===== config.mk =====
export PLATFORM = sky130hd
export DESIGN_NAME = sprite_fetch_sched
export DESIGN_NICKNAME = d
export VERILOG_FILES = /design/src/rtl/sprite_fetch_sched.sv
export SDC_FILE = /design/constraint.sdc
export NUM_CORES = 1
export LEC_CHECK = 0
export ABC_AREA = 1
export BUFFER_PORTS_ARGS = -buffer_cell sky130_fd_sc_hd__buf_2
export CORE_ASPECT_RATIO = 0.6
export CORE_MARGIN = 3
export CORE_UTILIZATION = 35
export CTS_BUF_LIST = sky130_fd_sc_hd__clkbuf_8 sky130_fd_sc_hd__clkbuf_16
export CTS_CLUSTER_DIAMETER = 30
export DETAILED_ROUTE_END_ITERATION = 8
export PLACE_DENSITY = 0.71
export SLEW_MARGIN = 0
export SYNTH_ARGS = -nofsm -noshare
export SYNTH_HDL_FRONTEND = slang
export SYNTH_SLANG_ARGS = --single-unit

===== constraint.sdc =====
create_clock -name clk -period 1.1 [get_ports clk]
set_clock_uncertainty 0.15 [all_clocks]
set_input_delay 0.22 -clock clk [delete_from_list [all_inputs] [get_ports clk]]
set_output_delay 0.22 -clock clk [all_outputs]
set_load 0.02 [all_outputs]

===== src/rtl/sprite_fetch_sched.sv =====
`default_nettype none
// ============================================================================
// sprite_fetch_sched : vsync-triggered, grant-stalled sprite descriptor fetch
// Rev 1.0
// ============================================================================
module sprite_fetch_sched #(
   parameter int                        SYS_DATA_WIDTH   = 18,
   parameter int                        SYS_ADDR_WIDTH   = 16,
   parameter logic [SYS_ADDR_WIDTH-1:0] BASE_ADDR        = 16'h1000,
   parameter int                        NUM_SPRITES      = 4,
   parameter int                        LOG2_NUM_SPRITES = 2
) (
   input  logic                        clk,
   input  logic                        reset,
   input  logic                        vsync,
   input  logic                        mem_gnt,
   input  logic [SYS_DATA_WIDTH-1:0]   sys_data,
   output logic                        mem_req,
   output logic [SYS_ADDR_WIDTH-1:0]   sys_addr,
   output logic                        wr_en,
   output logic [LOG2_NUM_SPRITES-1:0] wr_idx,
   output logic [1:0]                  wr_field,
   output logic [SYS_DATA_WIDTH-1:0]   wr_data,
   output logic                        table_valid,
   output logic                        busy
);

   typedef enum logic [1:0] {
      S_IDLE  = 2'd0,
      S_FETCH = 2'd1,
      S_DRAIN = 2'd2
   } state_t;

   localparam logic [LOG2_NUM_SPRITES-1:0] c_LAST_IDX = LOG2_NUM_SPRITES'(NUM_SPRITES - 1);
   localparam logic [1:0]                  c_LAST_FLD = 2'd2;

   state_t                        r_state;
   state_t                        w_state_nxt;
   logic                          r_vsync_d;
   logic [LOG2_NUM_SPRITES-1:0]   r_idx;
   logic [LOG2_NUM_SPRITES-1:0]   w_idx_nxt;
   logic [1:0]                    r_fld;
   logic [1:0]                    w_fld_nxt;
   logic [SYS_ADDR_WIDTH-1:0]     w_addr_nxt;
   logic                          w_trig;
   logic                          w_issue;
   logic                          w_last;
   logic                          w_req_nxt;
   logic                          w_tv_nxt;
   logic                          w_busy_nxt;

   assign w_trig  = r_vsync_d & ~vsync;
   assign w_issue = (r_state == S_FETCH) & mem_req & mem_gnt;
   assign w_last  = (r_idx == c_LAST_IDX) && (r_fld == c_LAST_FLD);
   assign wr_data = sys_data;

   always_comb begin
      w_state_nxt = r_state;
      w_idx_nxt   = r_idx;
      w_fld_nxt   = r_fld;
      w_tv_nxt    = table_valid;
      w_addr_nxt  = sys_addr;
      case (r_state)
         S_IDLE: w_state_nxt = S_IDLE;
         S_FETCH: begin
            if (w_issue) begin
               if (r_fld == c_LAST_FLD) begin
                  w_fld_nxt = 2'd0;
                  w_idx_nxt = r_idx + 1'b1;
               end else begin
                  w_fld_nxt = r_fld + 2'd1;
               end
               if (w_last) begin
                  w_state_nxt = S_DRAIN;
               end
            end
         end
         S_DRAIN: begin
            w_state_nxt = S_IDLE;
            w_tv_nxt    = 1'b1;
         end
         default: w_state_nxt = S_IDLE;
      endcase
      // A new frame start always wins, even over the last-word transition
      if (w_trig) begin
         w_state_nxt = S_FETCH;
         w_idx_nxt   = '0;
         w_fld_nxt   = 2'd0;
         w_tv_nxt    = 1'b0;
      end
      // Address only moves when the word pointer moves, so it is quiet in IDLE
      if (w_issue || w_trig) begin
         w_addr_nxt = BASE_ADDR + (SYS_ADDR_WIDTH'(w_idx_nxt) << 2) + SYS_ADDR_WIDTH'(w_fld_nxt);
      end
      w_req_nxt  = (w_state_nxt == S_FETCH);
      w_busy_nxt = (w_state_nxt != S_IDLE);
   end

   always_ff @(posedge clk) begin
      if (reset) begin
         r_state     <= S_IDLE;
         r_vsync_d   <= 1'b1;
         r_idx       <= '0;
         r_fld       <= 2'd0;
         mem_req     <= 1'b0;
         sys_addr    <= '0;
         wr_en       <= 1'b0;
         wr_idx      <= '0;
         wr_field    <= 2'd0;
         table_valid <= 1'b0;
         busy        <= 1'b0;
      end else begin
         r_state     <= w_state_nxt;
         r_vsync_d   <= vsync;
         r_idx       <= w_idx_nxt;
         r_fld       <= w_fld_nxt;
         mem_req     <= w_req_nxt;
         sys_addr    <= w_addr_nxt;
         wr_en       <= w_issue;
         table_valid <= w_tv_nxt;
         busy        <= w_busy_nxt;
         if (w_issue) begin
            wr_idx   <= r_idx;
            wr_field <= r_fld;
         end
      end
   end

endmodule
`default_nettype wire


==> run metrics, run 1 <==
Root Driver=clkbuf_8; grt met3 use=7.48%; CP required=1090 ps; grt total ovfl=0; maximum fanout along the worst path=7; Num CTS Buffers=3; die width=74.9 um; most frequent cells in the layout=16 x nand2_1, 16 x buf_6, 14 x dfxtp_2, 13 x buf_4, 11 x conb_1; PD cells=1060 nW/um^2; number of max-cap violations=0; Total Routing Usage GR=13.3%; Initial Utilization=38.2%; first-pass GRT wire length=3410 um; DR iter-0 viols=54; crit path DAT=1210 ps; nets=170; post-synth cell types=19; Final setup viols=17; Hold WC Path Type=in2reg; vias=851; vias in the first global route=770; met1 global-route usage=14.8%; period utilisation layout=111%; Mean Syn Cell Area=roughly 7.7 sq um; Die ar.=3540 sq um; Clk pin slew, worst setup/hold paths=70 ps; Crit Path Category=reg2reg; input/output buffers=16; Hold Crit Start=reset; Reg-to-Reg End=sys_addr[3]$_SDFFE_PP0P_; Tot Pwr=0.00143 W; cell taking the most area after synthesis=dfxtp_1; layout cell share with drive strength beyond 1=between 50% and 60%; reg2reg start=r_state[1]$_SDFF_PP0_; fin. max-slew vios=0; RSZ-0062 raised after global routing=yes; cell row count=14; wire per inst=13.6 um; DR pass1 iterations=4; H-tree depth=1; type of element capturing the critical path=register; met2 usage=21.6%; Yosys top cell area share=40.2%; failing checks=setup timing; drc violations=0; largest net degree at the start of global routing=13; post-route cell area=roughly 1400 sq um; worst skew pair latency=250 ps; fmax=820 MHz; Core Region=2610 sq um; most utilized layer in the global route result=met2; Placed Instance Area=between 1000 and 1500 sq um; Area contributors post-synth=dfxtp_1 40%, buf_4 22%, nand2_1 10%; hold path cells=3; CTS max path bufs=2; R2R Setup Slk=-120 ps; Worst Hold End=wr_en$_SDFF_PP0_; Syn Inst Count=130; CTS sink count=20; final std cells w/o fill=~180; run status=complete, but fails checks; CP Launch Type=register; DP HPWL=1660 um; R2R depth=7; setup slack after layout=-119 ps; Ports=64; sequential cell area fraction in the yosys report=40.2%; cell area after synthesis=996 sq um; #FFs+latches synth=20; area growth from synthesis to layout=35.7%; initial antenna violation count=0; die span in y=~47 um; LEAKAGE=0.617 nW; WL final=2420 um; GP Congestion=0.811; peak supply drop=737 uV; Ant. Diodes=0; Yosys Warn Count=0; vias per std cell=4.78; TritonCTS clock tree=done; post-route ant nets=0; post-placement cell count=168; Final min period=1220 ps; critical path launch point=r_state[1]$_SDFF_PP0_; Hold Fails Final Rpt=0
-- stage by stage --
stage	TNS [ps]	utilization [%]	hold slack, ps	worst slack (ps)
2_1_floorplan	-69.2	-	150	-21.9
3_3_place_gp	-714	39.3	257	-76.0
3_5_place_dp	-931	39.3	258	-104
4_1_cts	-663	48.0	163	-87.2
5_1_grt	-2070	51.8	180	-181
6_report	-980	51.8	173	-119
-- flip-flops by register name (all words and copies together) (netlist names) --
register     cells
r_fld            2
wr_idx           2
wr_en            1
mem_req          1
sys_addr         5
r_state          2
wr_field         2
r_idx            2
table_valid      1
r_vsync_d        1
busy             1
-- synth_stat cells (all sizes together) --
master,number
nand3,7
ha,1
nand4,6
o211ai,1
inv,12
a21oi,9
nor2,9
buf,31
dfxtp,20
nand2,27
o21ai,5
conb,1
clkbuf,1
-- power breakdown --
| group | switching (W) | internal (W) | total [W] |
|---|---|---|---|
| Clock | 0.000224 | 0.000248 | 0.000472 |
| Sequential | 0.0000192 | 0.000743 | 0.000762 |
| Combinational | 0.000124 | 0.0000744 | 0.000199 |
-- metal layers --
layer	vias to the layer above	routed length, um
met5	-	0
met4	0	16
met3	2	217
met2	38	1230
met1	404	957
li1	407	-
-- area by class of cell --
class,instances,area (sq um)
Timing Repair Buffer,34,323
Tap cell,32,40.0
Clock buffer,3,41.3
Sequential cell,20,425
Inverter,12,47.5
Clock inverter,1,3.75
Multi-Input combinational cell,76,470
Fill cell,237,1260
-- cells by family (layout without fill, tap and decap cells) --
group           after synthesis  after routing  synth area share, %
fa+ha+maj                     1              1                 1.26
other cells                   1             11                0.377
flops                        20             20                 40.2
compound gates               15             15                 7.79
simple gates                 49             49                 22.0
buf+inv                      44             50                 28.4
-- critical path, cell delays in order, from the launching register on --
cell     delay, ps
dfxtp_2        340
inv_4           80
nand2_4         50
nor2_4         140
buf_6          160
nand2_2         60
nand4_1         70
nand2_1         70
-- how the worst max path moves through the flow --
stage | to | slack [ps] | cells past startpoint
2_1_floorplan | r_idx[1]$_SDFF_PP0_ | -20 | 7
3_3_place_gp | r_fld[1]$_SDFF_PP0_ | -80 | 7
3_5_place_dp | r_idx[0]$_SDFF_PP0_ | -100 | 7
4_1_cts | sys_addr[3]$_SDFFE_PP0P_ | -90 | 7
5_1_grt | sys_addr[3]$_SDFFE_PP0P_ | -180 | 7
6_report | sys_addr[3]$_SDFFE_PP0P_ | -120 | 7
-- what timing repair did --
item                                    in CTS  in global routing
gates resized for setup                     50                 28
pin swaps                                   10                 12
endpoints found under the hold margin        1                  0
setup buffers                                3                  2
hold buffers                                 1                  0
endpoints found under the setup margin      26                 26
(Power assumes the default switching activity.)
==> inputs of run 2 (changes only) <==
--- a/config.mk
+++ b/config.mk
@@ -5,7 +5,6 @@
 export SDC_FILE = /design/constraint.sdc
 export NUM_CORES = 1
 export LEC_CHECK = 0
-export ABC_AREA = 1
 export BUFFER_PORTS_ARGS = -buffer_cell sky130_fd_sc_hd__buf_2
 export CORE_ASPECT_RATIO = 0.6
 export CORE_MARGIN = 3
@@ -13,7 +12,7 @@
 export CTS_BUF_LIST = sky130_fd_sc_hd__clkbuf_8 sky130_fd_sc_hd__clkbuf_16
 export CTS_CLUSTER_DIAMETER = 30
 export DETAILED_ROUTE_END_ITERATION = 8
-export PLACE_DENSITY = 0.71
+export PLACE_DENSITY = 0.7
 export SLEW_MARGIN = 0
 export SYNTH_ARGS = -nofsm -noshare
 export SYNTH_HDL_FRONTEND = slang
==> run metrics, run 2 <==
sequential standard cell area=422 sq um (-0.88%); most frequent cells in the layout=20 x buf_4, 18 x buf_6, 14 x dfxtp_2, 11 x conb_1, 10 x nand2_1; number of flip-flops in the largest register=5 (unchanged); cell row count=14 (unchanged); vias=732 (-14%); #FFs+latches synth=20 (unchanged); largest net degree at the start of global routing=12 (-1); Initial Utilization=38.8% (+0.68 points); setup slack after layout=-202 ps (-82.2 ps); drc violations=0 (unchanged); vias per std cell=4.28 (-10%); TritonCTS clock tree=done; Multi-input gate area=447 sq um (-5.1%); CTS Hold Bufs=0 (-1); fin. max-slew vios=0 (unchanged); Worst Hold End=r_vsync_d$_SDFF_PP1_; post-route ant nets=0 (unchanged); die width=75.9 um (+1.4%); number of enable-type register cells in the synthesized netlist=0 (unchanged); nets=155 (-8.8%); first-pass GRT wire length=3060 um (-10%); area growth from synthesis to layout=30.9%; Reg-to-Reg End=r_fld[1]$_SDFF_PP0_; post-placement cell count=162 (-3.6%); Num CTS Buffers=3 (unchanged); FFs w/ async S/R, synth=0% (unchanged); Tot Pwr=0.00151 W (+5.6%); input/output buffers=16 (unchanged); Total Routing Usage GR=11.2% (-2.1 points); Die ar.=3640 sq um (+2.8%); ys flop type=dfxtp_1; LEAKAGE=0.611 nW (-0.95%); GP Congestion=0.843 (+4.0%); grt total ovfl=0 (unchanged); Crit Path Category=reg2reg; peak supply drop=455 uV (-38%); layout cell share with drive strength beyond 1=62.6% (+7.1 points); RSZ-0062 raised after global routing=yes; CP Launch Type=register; number of max-cap violations=0 (unchanged); DR iter-0 viols=47 (-13%); Ports=64 (unchanged); worst skew pair latency=260 ps (about the same); Final setup viols=19 (+2); Syn Inst Count=110 (-15%); fmax=768 MHz (-6.3%); Yosys Warn Count=0 (unchanged); WL final=2040 um (-16%); CTS max path bufs=2 (unchanged); cell taking the most area after synthesis=dfxtp_1; initial antenna violation count=0 (unchanged); Clk pin slew, worst setup/hold paths=70 ps (about the same); R2R depth=4 (-3); Hold WC Path Type=in2reg; cell area after synthesis=1030 sq um (+3.1%); R2R Setup Slk=-200 ps (-80 ps); hold path cells=2 (-1); CP required=1150 ps (+60 ps); H-tree depth=1 (unchanged); die span in y=48.0 um (+1.4%); DP HPWL=1420 um (-14%); PD cells=1120 nW/um^2 (+6.1%); post-synth cell types=31 (+12); failing checks=setup timing; run status=complete, but fails checks; Final min period=1300 ps (+82.2 ps); WHS=20.4 ps (-152 ps); period utilisation layout=118% (+7.5 points); CTS sink count=20 (unchanged); crit path DAT=1350 ps (+140 ps); # fillers=242 (+2.1%); final std cells w/o fill=171 (-3.9%); Hold Crit Start=vsync; type of element capturing the critical path=register; maximum fanout along the worst path=5 (-2); DR pass1 iterations=4 (unchanged); vias in the first global route=673 (-13%); reg2reg start=r_state[1]$_SDFF_PP0_; sequential cell area fraction in the yosys report=39.0% (-1.2 points); Area contributors post-synth=dfxtp_1 39%, buf_4 22%, nand2_1 4.8%; Yosys top cell area share=39.0% (-1.2 points); Mean Syn Cell Area=9.34 sq um (+22%); most frequent cell after synthesis=buf_4; Ant. Diodes=0 (unchanged); Hold Fails Final Rpt=0 (unchanged); wire per inst=11.9 um (-12%); Most flops, register=sys_addr; most common cell after layout, fill and taps aside=buf_4; Synth top cells by count=30 x buf_4, 20 x dfxtp_1, 13 x nand2_1; Root Driver=clkbuf_8; Core Region=2650 sq um (+1.3%)
==> run 2: routing by layer <==
metal	GRT usage (%)	up-vias	wire length, um	share of wire [%]
met1	13.1	346	898	44
met2	17.4	22	957	47
li1	-	358	-	-
met3	4.70	6	131	6.4
met4	7.94	0	55	2.7
met5	0	-	0	0
==> run 2: worst max path at each step <==
stage                     startpoint                  endpoint  cells past startpoint
6_report       r_state[1]$_SDFF_PP0_       r_fld[1]$_SDFF_PP0_                      4
5_1_grt        r_state[1]$_SDFF_PP0_  sys_addr[0]$_SDFFE_PP0P_                      4
4_1_cts        r_state[1]$_SDFF_PP0_  sys_addr[0]$_SDFFE_PP0P_                      4
3_5_place_dp   r_state[1]$_SDFF_PP0_       r_idx[1]$_SDFF_PP0_                      4
3_3_place_gp   r_state[1]$_SDFF_PP0_  sys_addr[0]$_SDFFE_PP0P_                      4
2_1_floorplan     mem_req$_SDFF_PP0_       r_fld[1]$_SDFF_PP0_                      5
==> run 2: critical path, cell delays in order, from the launching register on <==
cell      delay, ps
dfxtp_2         340
and4b_4         390
buf_6           150
nand3b_4         90
a21oi_2         110
==> run 2: through the flow <==
step | TNS, ps | worst slack (ps) | instance area (sq um) | utilization, %
global placement | -2050 | -177 | 1090 | 41.4
CTS | -2400 | -197 | 1270 | 48.1
floorplan | -1290 | -109 | 1080 | -
finish | -2570 | -202 | 1350 | 50.9
global route | -3520 | -237 | 1350 | 50.9
detailed placement | -2670 | -243 | 1090 | 41.4
==> run 2: kinds of logic after synthesis <==
family	count (synthesis)	share of synthesized area, %
AOI/OAI and AO/OA	16	10.8
xor gates and xnor gates	1	0.853
adders and majority gates	1	1.22
buffers and inverters	35	26.2
DFF	20	39.0
muxes	2	1.95
other	1	0.365
and+or+nand+nor	34	19.6
==> run 2: power by group <==
group	internal (W)	leakage, nW	switching (W)
registers	0.000742	0.170	0.0000110
logic	0.0000850	0.413	0.000108
clock network	0.000319	0.0288	0.000248
total	0.00115	0.611	0.000367
==> run 2: timing repair <==
action,in CTS,in global routing
setup endpoints to repair,29,31
cloned,1,0
buffers inserted,2,2
pin swaps,3,6
resized for setup,39,18
==> run 2: area by class of cell <==
type                            instances  area share (%)
Timing Repair Buffer                   41            27.3
Sequential cell                        20            31.3
Clock buffer                            4            4.09
Multi-Input combinational cell         65            33.2
Tap cell                               40            3.72
Inverter                                1           0.279
==> inputs of run 3 (changes only) <==
--- a/config.mk
+++ b/config.mk
@@ -12,7 +12,7 @@
 export CTS_BUF_LIST = sky130_fd_sc_hd__clkbuf_8 sky130_fd_sc_hd__clkbuf_16
 export CTS_CLUSTER_DIAMETER = 30
 export DETAILED_ROUTE_END_ITERATION = 8
-export PLACE_DENSITY = 0.7
+export PLACE_DENSITY = 0.68
 export SLEW_MARGIN = 0
 export SYNTH_ARGS = -nofsm -noshare
 export SYNTH_HDL_FRONTEND = slang
==> constraint.sdc (replaced) <==
create_clock -name clk -period 1.4 [get_ports clk]
set_clock_uncertainty 0.15 [all_clocks]
set_input_delay 0.28 -clock clk [delete_from_list [all_inputs] [get_ports clk]]
set_output_delay 0.28 -clock clk [all_outputs]
set_load 0.02 [all_outputs]
==> run metrics, run 3 (same netlist as run 2, synthesis figures left out) <==
Final Util=39.5% (-11 points); Final setup viols=0 (-19); peak supply drop=347 uV (-24%); vias in the first global route=505 (-25%); number of flip-flops in the largest register=5 (unchanged); vias per std cell=4.12 (-3.7%); Hold Fails Final Rpt=0 (unchanged); Crit Path Category=reg2reg; layout cell share with drive strength beyond 1=33.3% (-29 points); number of max-cap violations=0 (unchanged); H-tree depth=1 (unchanged); Initial Utilization=38.8% (unchanged); CP required=1440 ps (+290 ps); most common cell after layout, fill and taps aside=dfxtp_1; type of element capturing the critical path=register; Ant. Diodes=0 (unchanged); fmax=757 MHz (-1.5%); largest net degree at the start of global routing=12 (unchanged); worst skew pair latency=260 ps (about the same); TritonCTS clock tree=done; first-pass GRT wire length=2480 um (-19%); post-route ant nets=0 (unchanged); LEAKAGE=0.506 nW (-17%); wire per inst=11.1 um (-6.7%); CTS max path bufs=2 (unchanged); GP Congestion=0.824 (-2.3%); Clk pin slew, worst setup/hold paths=70 ps (about the same); crit path DAT=1360 ps (about the same); Die ar.=3640 sq um (unchanged); input/output buffers=16 (unchanged); DR iter-0 viols=28 (-40%); area growth from synthesis to layout=1.83%; cell row count=14 (unchanged); CTS sink count=20 (unchanged); Core Region=2650 sq um (unchanged); die width=75.9 um (unchanged); maximum fanout along the worst path=7 (+2); WHS=78.9 ps (+58.5 ps); nets=138 (-11%); fin. max-slew vios=0 (unchanged); Final min period=1320 ps (+19.4 ps); DP HPWL=1230 um (-13%); Hold WC Path Type=in2reg; PD cells=1090 nW/um^2 (-3.0%); WL final=1720 um (-16%); run status=complete, no violations; Root Driver=clkbuf_8; CP Launch Type=register; Ports=64 (unchanged); grt total ovfl=0 (unchanged); vias=635 (-13%); die span in y=48.0 um (unchanged); drc violations=0 (unchanged); # fillers=259 (+7.0%); most frequent cells in the layout=20 x dfxtp_1, 16 x buf_2, 13 x nand2_1, 11 x conb_1; RSZ-0062 raised after global routing=no; DR pass1 iterations=4 (unchanged); initial antenna violation count=0 (unchanged); Num CTS Buffers=3 (unchanged); period utilisation layout=94.3% (-24 points); Most flops, register=sys_addr; Total Routing Usage GR=9.32% (-1.9 points)
-- run 3: cell types whose count changed in the layout (fill, tap and decap cells not counted), moves of 3 or more --
cell	before	now
dfxtp_2	14	0
a21oi_2	7	3
nand2_2	3	0
nand2_1	10	13
buf_6	18	0
buf_4	20	8
a21oi_1	4	8
dfxtp_1	5	20
buf_2	3	16
-- run 3: timing repair --
action,in CTS,in global routing
endpoints found under the setup margin,1,2
resized for setup,1,0
hold buffers,0,0
buffers inserted,0,1
hold endpoints to repair,0,0
pin swaps,0,0
-- run 3: area by class of cell --
type | count | area [sq um] | area share [%]
clock buffers | 4 | 55.1 | 5.26
inverters | 1 | 3.75 | 0.359
multi-input cells | 65 | 397 | 37.9
flip-flops and latches | 20 | 400 | 38.3
well taps | 40 | 50.0 | 4.78
repair buffers | 24 | 140 | 13.4
-- run 3: final timing paths --
| path | slack, ps | end | start | cells past startpoint |
|---|---|---|---|---|
| worst max register to register | 80 | r_idx[1]$_SDFF_PP0_ | r_state[1]$_SDFF_PP0_ | 4 |
| worst max-delay path | 80 | r_idx[1]$_SDFF_PP0_ | r_state[1]$_SDFF_PP0_ | 4 |
| worst min-delay path | 80 | r_vsync_d$_SDFF_PP1_ | vsync | 2 |
| worst min register to register | 310 | sys_addr[0]$_SDFFE_PP0P_ | sys_addr[0]$_SDFFE_PP0P_ | 2 |
-- run 3: per-layer routing --
metal / GRT usage (%) / wire, um / vias up
met5: 0 / 0 / -
met4: 7.94 / 51 / 0
met3: 3.76 / 131 / 4
met2: 12.7 / 658 / 26
met1: 11.7 / 876 / 280
li1: - / - / 325
-- run 3: stage by stage --
| stage | area (sq um) | instances | setup WS, ps | setup TNS [ps] | total power [W] |
|---|---|---|---|---|---|
| floorplan | 1060 | 120 | 23.9 | 0 | 0.000780 |
| global placement | 982 | 149 | 39.9 | 0 | 0.000709 |
| detailed placement | 982 | 149 | -16.0 | -16.0 | 0.000710 |
| CTS | 1040 | 153 | 57.6 | 0 | 0.00115 |
| global route | 1050 | 154 | 6.35 | 0 | 0.00119 |
| finish | 1050 | 154 | 79.1 | 0 | 0.00114 |
-- run 3: critical path, cell delays in order (launching register included) --
cell and delay, ps:
dfxtp_1 330, and4b_2 350, buf_4 180, nand3_1 80, a21oi_1 150
-- run 3: report_power, final --
| group | total, W | switching (W) | internal, W |
|---|---|---|---|
| Sequential | 0.000588 | 0.00000610 | 0.000582 |
| Clock | 0.000443 | 0.000192 | 0.000251 |
| Combinational | 0.000111 | 0.0000760 | 0.0000351 |
| Total | 0.00114 | 0.000274 | 0.000867 |
